$ cat config.mk
export PLATFORM = sky130hd
export DESIGN_NAME = p4_router_vnp4_egress_meta_tagger
export DESIGN_NICKNAME = d
export VERILOG_FILES = /design/src/rtl/p4_router_vnp4_egress_meta_tagger.sv
export SDC_FILE = /design/constraint.sdc
export NUM_CORES = 1
export LEC_CHECK = 0
export BUFFER_PORTS_ARGS = -buffer_cell sky130_fd_sc_hd__buf_2
export CORE_AREA = 2 2 583 585
export CTS_BUF_LIST = sky130_fd_sc_hd__clkbuf_2 sky130_fd_sc_hd__clkbuf_4 sky130_fd_sc_hd__clkbuf_8
export DETAILED_ROUTE_END_ITERATION = 10
export DIE_AREA = 0 0 585 587
export PLACE_DENSITY = 0.3
export REMOVE_ABC_BUFFERS = 1
export SLEW_MARGIN = 10
export SYNTH_ARGS = -nofsm -noshare
export SYNTH_HDL_FRONTEND = slang
export SYNTH_SLANG_ARGS = --single-unit
$ cat constraint.sdc
create_clock -name clk -period 26.1 [get_ports clk]
set_clock_uncertainty 0.2 [all_clocks]
set_input_delay 0 -clock clk [delete_from_list [all_inputs] [get_ports clk]]
set_output_delay 0 -clock clk [all_outputs]
set_load 0.03 [all_outputs]
$ cat src/rtl/p4_router_vnp4_egress_meta_tagger.sv
// Egress metadata tagger between the Vitis Net P4 output stream and the
// router egress fabric.
//   clk, aresetn            : clock, asynchronous active-low reset (2-FF
//                             deassertion synchroniser inside)
//   s_t*                    : packet stream from VNP4
//   meta_in / meta_valid    : {ing_port, egr_spec, prio, byte_length} strobe
//   m_t*                    : registered packet stream to the fabric
//   m_egress_port, m_ingress_port, m_prio, m_byte_length
//                           : side-band, stable for every beat of a packet
//   cnt_clear               : synchronous clear of counters and sticky flags
//   fwd_cnt, drop_cnt       : per-port forwarded / global dropped packets
//   timeout_err             : sticky, packet dropped for missing metadata
//   meta_overflow           : sticky, metadata strobe lost on a full FIFO
module p4_router_vnp4_egress_meta_tagger #(
  parameter int                DATA_BYTES   = 64,
  parameter int                NUM_PORTS    = 8,
  parameter int                SPEC_W       = 4,
  parameter int                PRIO_W       = 3,
  parameter int                LEN_W        = 16,
  parameter logic [SPEC_W-1:0] DROP_SPEC    = 4'hF,
  parameter int                META_DEPTH   = 4,
  parameter int                META_TIMEOUT = 255,
  parameter int                CNT_W        = 32
) (
  input  logic                              clk,
  input  logic                              aresetn,
  input  logic [8*DATA_BYTES-1:0]           s_tdata,
  input  logic [DATA_BYTES-1:0]             s_tkeep,
  input  logic                              s_tlast,
  input  logic                              s_tvalid,
  output logic                              s_tready,
  input  logic [2*SPEC_W+PRIO_W+LEN_W-1:0]  meta_in,
  input  logic                              meta_valid,
  output logic [8*DATA_BYTES-1:0]           m_tdata,
  output logic [DATA_BYTES-1:0]             m_tkeep,
  output logic                              m_tlast,
  output logic                              m_tvalid,
  input  logic                              m_tready,
  output logic [$clog2(NUM_PORTS)-1:0]      m_egress_port,
  output logic [SPEC_W-1:0]                 m_ingress_port,
  output logic [PRIO_W-1:0]                 m_prio,
  output logic [LEN_W-1:0]                  m_byte_length,
  input  logic                              cnt_clear,
  output logic [NUM_PORTS*CNT_W-1:0]        fwd_cnt,
  output logic [CNT_W-1:0]                  drop_cnt,
  output logic                              timeout_err,
  output logic                              meta_overflow
);

  localparam int PORT_W = $clog2(NUM_PORTS);
  localparam int META_W = 2*SPEC_W + PRIO_W + LEN_W;
  localparam int AW     = $clog2(META_DEPTH);
  localparam int TMR_W  = $clog2(META_TIMEOUT + 1);
  localparam logic [SPEC_W:0] NP = (SPEC_W+1)'(NUM_PORTS);

  typedef enum logic [1:0] {IDLE, FWD, DROP} state_t;

  // Reset: asserts asynchronously, releases two clocks after aresetn rises.
  logic [1:0] rst_sync;
  logic       rst_n;

  always_ff @(posedge clk or negedge aresetn) begin
    if (!aresetn) rst_sync <= '0;
    else          rst_sync <= {rst_sync[0], 1'b1};
  end
  assign rst_n = rst_sync[1];

  // Metadata FIFO
  logic [META_W-1:0] mem [META_DEPTH];
  logic [AW-1:0]     wr_ptr, rd_ptr;
  logic [AW:0]       count;
  logic              full, empty, push, pop;

  assign full  = (count == (AW+1)'(META_DEPTH));
  assign empty = (count == '0);
  assign push  = meta_valid && (!full || pop);

  always_ff @(posedge clk) begin
    if (push) mem[wr_ptr] <= meta_in;
  end

  always_ff @(posedge clk or negedge rst_n) begin
    if (!rst_n) begin
      wr_ptr <= '0;
      rd_ptr <= '0;
      count  <= '0;
    end else begin
      if (push) wr_ptr <= wr_ptr + 1'b1;
      if (pop)  rd_ptr <= rd_ptr + 1'b1;
      case ({push, pop})
        2'b10:   count <= count + 1'b1;
        2'b01:   count <= count - 1'b1;
        default: count <= count;
      endcase
    end
  end

  logic [META_W-1:0] head;
  logic [SPEC_W-1:0] head_ing, head_spec;
  logic [PRIO_W-1:0] head_prio;
  logic [LEN_W-1:0]  head_len;
  logic              head_bad;

  assign head      = mem[rd_ptr];
  assign head_ing  = head[META_W-1 -: SPEC_W];
  assign head_spec = head[PRIO_W+LEN_W +: SPEC_W];
  assign head_prio = head[LEN_W +: PRIO_W];
  assign head_len  = head[LEN_W-1:0];
  assign head_bad  = (head_spec == DROP_SPEC) || ({1'b0, head_spec} >= NP);

  // Control FSM
  state_t             state_q, state_d;
  logic [TMR_W-1:0]   timer_q, timer_d;
  logic               ready, latch, tmo, fwd_inc, drop_inc, load;
  logic [PORT_W-1:0]  port_h;
  logic [SPEC_W-1:0]  ing_h;
  logic [PRIO_W-1:0]  prio_h;
  logic [LEN_W-1:0]   len_h;

  always_comb begin
    state_d  = state_q;
    timer_d  = '0;
    pop      = 1'b0;
    ready    = 1'b0;
    latch    = 1'b0;
    tmo      = 1'b0;
    fwd_inc  = 1'b0;
    drop_inc = 1'b0;
    case (state_q)
      IDLE: begin
        if (s_tvalid) begin
          if (!empty) begin
            pop = 1'b1;
            if (head_bad) state_d = DROP;
            else begin
              latch   = 1'b1;
              state_d = FWD;
            end
          end else if (TMR_W'(timer_q + 1'b1) == TMR_W'(META_TIMEOUT)) begin
            tmo     = 1'b1;
            state_d = DROP;
          end else begin
            timer_d = timer_q + 1'b1;
          end
        end
      end
      FWD: begin
        ready = !m_tvalid || m_tready;
        if (s_tvalid && ready && s_tlast) begin
          fwd_inc = 1'b1;
          state_d = IDLE;
        end
      end
      DROP: begin
        ready = 1'b1;
        if (s_tvalid && s_tlast) begin
          drop_inc = 1'b1;
          state_d  = IDLE;
        end
      end
      default: state_d = IDLE;
    endcase
  end

  assign s_tready = ready;
  assign load     = (state_q == FWD) && s_tvalid && ready;

  always_ff @(posedge clk or negedge rst_n) begin
    if (!rst_n) begin
      state_q <= IDLE;
      timer_q <= '0;
      port_h  <= '0;
      ing_h   <= '0;
      prio_h  <= '0;
      len_h   <= '0;
    end else begin
      state_q <= state_d;
      timer_q <= timer_d;
      if (latch) begin
        port_h <= head_spec[PORT_W-1:0];
        ing_h  <= head_ing;
        prio_h <= head_prio;
        len_h  <= head_len;
      end
    end
  end

  // Output register; side-band follows the beat that loads it.
  always_ff @(posedge clk or negedge rst_n) begin
    if (!rst_n) begin
      m_tdata        <= '0;
      m_tkeep        <= '0;
      m_tlast        <= 1'b0;
      m_tvalid       <= 1'b0;
      m_egress_port  <= '0;
      m_ingress_port <= '0;
      m_prio         <= '0;
      m_byte_length  <= '0;
    end else if (load) begin
      m_tdata        <= s_tdata;
      m_tkeep        <= s_tkeep;
      m_tlast        <= s_tlast;
      m_tvalid       <= 1'b1;
      m_egress_port  <= port_h;
      m_ingress_port <= ing_h;
      m_prio         <= prio_h;
      m_byte_length  <= len_h;
    end else if (m_tready) begin
      m_tvalid <= 1'b0;
    end
  end

  // Counters and sticky flags; clear wins over a same-cycle event.
  logic [CNT_W-1:0] fwd_q [NUM_PORTS];

  always_ff @(posedge clk or negedge rst_n) begin
    if (!rst_n) begin
      for (int unsigned i = 0; i < NUM_PORTS; i++) fwd_q[i] <= '0;
      drop_cnt      <= '0;
      timeout_err   <= 1'b0;
      meta_overflow <= 1'b0;
    end else if (cnt_clear) begin
      for (int unsigned i = 0; i < NUM_PORTS; i++) fwd_q[i] <= '0;
      drop_cnt      <= '0;
      timeout_err   <= 1'b0;
      meta_overflow <= 1'b0;
    end else begin
      for (int unsigned i = 0; i < NUM_PORTS; i++)
        if (fwd_inc && (port_h == PORT_W'(i))) fwd_q[i] <= fwd_q[i] + 1'b1;
      if (drop_inc) drop_cnt <= drop_cnt + 1'b1;
      if (tmo) timeout_err <= 1'b1;
      if (meta_valid && full && !pop) meta_overflow <= 1'b1;
    end
  end

  always_comb begin
    fwd_cnt = '0;
    for (int unsigned i = 0; i < NUM_PORTS; i++) fwd_cnt[i*CNT_W +: CNT_W] = fwd_q[i];
  end

endmodule

# Word-level counts from Yosys, hierarchy flattened
# Memory sizes are Yosys's and may differ from the RTL's.
# Index checks and enable logic that the tools add are counted.
[word_totals]
inputBits = 610
ff_bits = 939
n_memories = 1
ram_bits = 108
output_inout_bits = 895
wordCells = 149
[classes]
addsub = 14
n_lt_le_gt_ge = 1
reduce_logical = 39
n_eq_ne = 18
mux = 47
[memory_table]
columns = ["memory", "words", "word_bits", "rd", "rd_clocked_by_memory_dff", "wr", "line", "rtl"]
rows = [
  ["mem", 4, 27, 1, 0, 1, "69", "logic [META_W-1:0] mem [META_DEPTH];"],
]
[op_table]
columns = ["operator", "count"]
rows = [
  ["$mux 32", 10],
  ["$add 32x1->32 const B", 9],
  ["$mux 256", 1],
  ["$mux 8", 4],
  ["$reduce_bool 2->1", 13],
  ["$mux 1", 23],
  ["$logic_and 1x1->1", 16],
  ["$eq 3x3->1 const B", 5],
  ["$mux 2", 6],
  ["$add 8x1->8 const B", 1],
  ["$eq 8x8->1 const B", 1],
  ["$eq 3x2->1 const B", 2],
  ["$logic_not 3->1", 2],
  ["$ne 2x2->1 const B", 3],
  ["$pmux 2 s3", 1],
  ["$pmux 3 s2", 1],
  ["$add 2x1->2 const B", 2],
  ["$eq 2x1->1 const B", 2],
  ["$eq 2x2->1 const B", 2],
  ["$eq 4x4->1 const B", 1],
  ["$ge 4x4->1 const B", 1],
  ["$reduce_and 4->1", 1],
  ["$add 3x1->3 const B", 1],
  ["$eq 3x1->1 const B", 1],
  ["other kinds (6)", 10],
]

# Longest topological paths before layout
[logic_depth]
ltp_word = 9
mapped_depth = 12
depth_no_buf = 12

# Least setup slack after synthesis
# No wires, ideal clock.
[synth_timing]
path_type = "register -> register"
start = "reg state_q[1]"
end = "reg fwd_q, in the netlist fwd_cnt[31]"
t_arrival_ns = 2.257
stages_incl_launch_ff = 10
required_ns = 25.775
period_less_slack_ns = 2.581
setup_time_ns = 0.125
setup_slack_ns = 23.519
path_buffers = 2
path_cell_list = "dfrtp_1 inv_1 ha_1 clkbuf_2 nor2b_1 buf_4 a31oi_1 nor4b_1 and4_1 mux2_2"
[synth_via]
elab_chain_cells = 4
[synth_rtl]
columns = ["element", "line", "rtl"]
rows = [
  ["from (decl)", "112", "state_t state_q, state_d;"],
  ["from (signal assigned)", "177", "state_q <= state_d;"],
  ["$eq 2x1->1", "129", "case (state_q)"],
  ["$mux 1", "129", ""],
  ["$logic_and 1x1->1", "229", "if (fwd_inc && (port_h == PORT_W'(i))) fwd_q[i] <= fwd_q[i] + 1'b1;"],
  ["$reduce_bool 2->1 (no source line)", "--", ""],
  ["to (signal, indexed assignment)", "229", ""],
  ["to (decl)", "214", "logic [CNT_W-1:0] fwd_q [NUM_PORTS];"],
]
# No other way between the ends.
# A chain may end at the register's enable or synchronous reset.

# Worst setup path after layout
[layout_timing]
start = "in s_tvalid"
end = "reg m_tdata[446]"
[layout_via]
elab_chain_cells = 2
[layout_rtl]
columns = ["element", "line", "rtl"]
rows = [
  ["from (decl)", "30", "input logic s_tvalid,"],
  ["$logic_and 1x1->1 (2 in series)", "166", "assign load = (state_q == FWD) && s_tvalid && ready;"],
  ["to (signal assigned)", "200", "m_tdata <= s_tdata;"],
  ["to (decl)", "34", "output logic [8*DATA_BYTES-1:0] m_tdata,"],
]
# No other way between the ends.

==> results.json <==
{
  "outcome": "finished, final reports clean",
  "finalMaxSlewViolations": 0,
  "largest_family_of_logic_cells_by_synthesized_area": "multiplexers",
  "netlist.top_cell.by_area": "dfrtp_1",
  "fillers": 36900,
  "hold_class": "flop to asynchronous set/reset pin",
  "final.min_clock_period_ns": 4.92,
  "compound_gate_fraction_of_synth_area_pct": 1.76,
  "achievable-frequency_mhz": 203,
  "cts_max_level": 4,
  "cts_tree": "yes",
  "dieWidth_um": 585,
  "hold_viol_final": 0,
  "drt-vias-per-instance": 3.60,
  "grt_use_total_pct": 15.4,
  "initial_util_pct": 12.7,
  "sequential_to_total_area_share_from_yosys_stat_pct": 62.1,
  "layout-area-overhead-vs-synth_pct": 75.4,
  "post_synth_instance_area_um2": 43000,
  "first_global_vias": 42500,
  "cts_sinks": 1047,
  "synth_enable_flop_cells": 108,
  "fp.dieArea_um2": 343000,
  "place.detailed.instances": 9092,
  "worst-r2r-cell-count": 8,
  "detailed_place.area_um2": 56000,
  "drc": 0,
  "final_core_util_pct": 22.3,
  "synthTopCellsByArea": "dfrtp_1 55%, mux2_2 17%, edfxtp_1 7.5%, xnor2_1 2.9%, nor2_1 2.3%",
  "critPathMostFrequentCell": "dlygate4sd3_1",
  "final.setup.tns_ns": 0,
  "clock_tree.root_cell": "clkbuf_8",
  "antenna_found_initial": 161,
  "final_nets": 6858,
  "synth-async-reset-ratio_pct": 89.7,
  "cts-root-to-sink-buffers": 4,
  "post_synth_xor_area_fraction_pct": 4.76,
  "critical_path.cell_chain": "dlygate4sd3_1 > dlygate4sd3_1 > buf_2 > dlygate4sd3_1 > o2111ai_4 > buf_12 > buf_12 > buf_4 > mux2_2 > dlygate4sd3_1",
  "worst_ep_arrival_time_ns": 5.58,
  "postSynthAreaPerCell_um2": 13.6,
  "firstDrtPassIters": 5,
  "cts_repair_resize_count": 0,
  "core_area_um2": 338000,
  "final_area_um2": 75500,
  "critical-path-max-stage-delay_ns": 0.78,
  "cts.repair_timing.setup_buffer_count": 0,
  "grt_setup_unrepaired": "no",
  "crit_required_ns": 26.76,
  "fin_worst_hold_slack_ns": 0.115,
  "final_cell_count_no_fill": 11000,
  "start_kind": "input pin",
  "power_density_nw_per_um2": 100,
  "grt_max_degree": 157,
  "tightest_slew_ns": 1.16,
  "post_synth_and_or_nand_nor_area_fraction_pct": 10.7,
  "synth_ff_type": "dfrtp_1",
  "wl_per_cell_um": 24.7,
  "number_of_buffers_created_by_cts": 217,
  "syn-instance-count": 3169,
  "finalSetupViolCount": 0,
  "finalCritPeriodShare_pct": 18.9,
  "port_buffers": 1504,
  "worst_r2r_startpoint": "state_q[0]",
  "place.gp.congestion": 0.858,
  "grt_first_pass_wirelength_um": 368000,
  "hpwl_um": 210000,
  "final_layout_size_suffix_gt1_share_pct": 40.9,
  "footprint_of_the_multi_input_gates_um2": 15500,
  "clkSlewWorstSetupHoldPaths_ns": 0.06,
  "yosys.cell_count.top_type": "dfrtp_1",
  "endpoint_kind": "flop",
  "synth_seq_cells": 1047,
  "synth-adder-area-share_pct": 0.599,
  "r2r_setup_slack_ns": 21.47,
  "worst-path-max-fanout": 134,
  "gr-total-overflow": 0,
  "die_h_um": 587,
  "synthesis.yosys.warnings": 0,
  "maxSlewHeadroom_pct": 23.0,
  "crit_slowest_cell": "buf_4",
  "maxCapViolations": 0,
  "top_level_ports": 1505,
  "muxShareOfSynthArea_pct": 18.1,
  "synth_top_cell_area_share_pct": 54.6,
  "setup.worst_path.class": "input pin to flop",
  "routed_wirelength_um": 272000,
  "worstSkewPairLatency_ns": 0.97,
  "site_row_count": 214,
  "most_common_library_cells_after_synthesis": "939 x dfrtp_1, 633 x mux2_2, 259 x nor2_1, 144 x xnor2_1, 108 x edfxtp_1",
  "seqCellArea_um2": 26800,
  "post_synth_num_cell_types": 58,
  "antenna_violating_nets_post_route": 0,
  "vias": 39600,
  "first_iter_violations": 1828,
  "max-vdd-ir-drop_uv": 63.2,
  "crit-reg2reg-capture": "m_tdata[446]",
  "cellLeakagePower_nw": 33.9
}
cell type report:
type | count | area share [%]
sequential | 1047 | 35.4
timing repair buffer | 2998 | 29.8
multi-input combinational | 1923 | 20.6
tap | 4536 | 7.52
clock buffer | 362 | 5.86
clock inverter | 27 | 0.457
antenna | 67 | 0.222
inverter | 41 | 0.204
per-layer routing:
metal | up-vias | GRT usage [%] | routed length, µm
met4 | 16 | 4.49 | 9540
met2 | 1496 | 26.3 | 130000
met3 | 527 | 6.74 | 28300
met5 | - | 0 | 105
li1 | 17600 | - | -
met1 | 20000 | 17.2 | 104000
registers in the layout, indices dropped and copies added (netlist names), 4 cells and up:
register / flops
len_h: 16
m_tdata: 512
fwd_cnt: 256
m_tkeep: 64
m_ingress_port: 4
ing_h: 4
timer_q: 8
drop_cnt: 32
m_byte_length: 16
mem: 108
worst max-delay path: cells and delay by family:
family | cells | cell delay (ns)
buf+inv | 8 | 4.60
mux | 1 | 0.42
compound gates | 1 | 0.20
kinds of logic after synthesis:
group                      after synthesis
AOI/OAI and AO/OA                      134
xor gates and xnor gates               234
adders and majority gates               20
buffers and inverters                  199
DFF                                   1047
muxes                                  667
other                                    1
and+or+nand+nor                        867
layout by cell type, fill, tap and decap left out, types with 7 or more instances in the layout:
cell type      count
nor2_1           259
dlygate4sd3_1   1452
o31ai_1           11
edfxtp_1         108
a21oi_1           57
nor4b_1           10
mux2i_1            7
dfrtp_1          936
nand4_1           98
diode_2           67
clkbuf_8         273
buf_2           1503
xor2_1            90
and3_1            38
nor4_1            62
mux2_2           633
xnor2_1          144
ha_1              19
a31oi_1            7
and2_1            19
clkbuf_4          89
or3_1             40
nand3_1           93
inv_1             41
clkinv_2          12
nor3b_1            7
nor3_1            52
o21ai_0           44
mux4_2            27
and4_1            43
buf_4             36
or4_1             18
nand2_1           96
worst max path at each step:
| stage | start | to | slack, ns | cells past startpoint |
|---|---|---|---|---|
| floorplan | m_tvalid | m_byte_length[0] | -7.37 | 3 |
| global placement | rst_sync[1] | m_tkeep[3] | 21.49 | 5 |
| detailed placement | rst_sync[1] | m_tdata[300] | 21.47 | 5 |
| CTS | s_tvalid | m_tdata[178] | 21.30 | 10 |
| global route | rst_sync[1] | m_tdata[201] | 20.96 | 5 |
| finish | s_tvalid | m_tdata[446] | 21.18 | 10 |
through the flow:
| stage | worst slack (ns) | total power [W] |
|---|---|---|
| after floorplan | -7.37 | 0.00431 |
| after global placement | 21.49 | 0.00523 |
| after detailed placement | 21.47 | 0.00522 |
| after CTS | 21.30 | 0.00770 |
| after global routing | 20.96 | 0.00797 |
| final | 21.18 | 0.00756 |
report_power, final:
group / total (W) / switching, W / leakage (nW) / internal, W
logic: 0.00311 / 0.00194 / 18.3 / 0.00116
registers: 0.00250 / 0.000327 / 13.0 / 0.00217
clock network: 0.00196 / 0.000846 / 2.56 / 0.00112
total: 0.00756 / 0.00311 / 33.9 / 0.00445
repair_timing:
action | 4_1_cts | 5_1_grt
hold buffers | 1453 | 0
hold endpoints to repair | 1134 | 0
setup endpoints to repair | 0 | 0
Note: power is estimated with default switching activity, not from simulation.
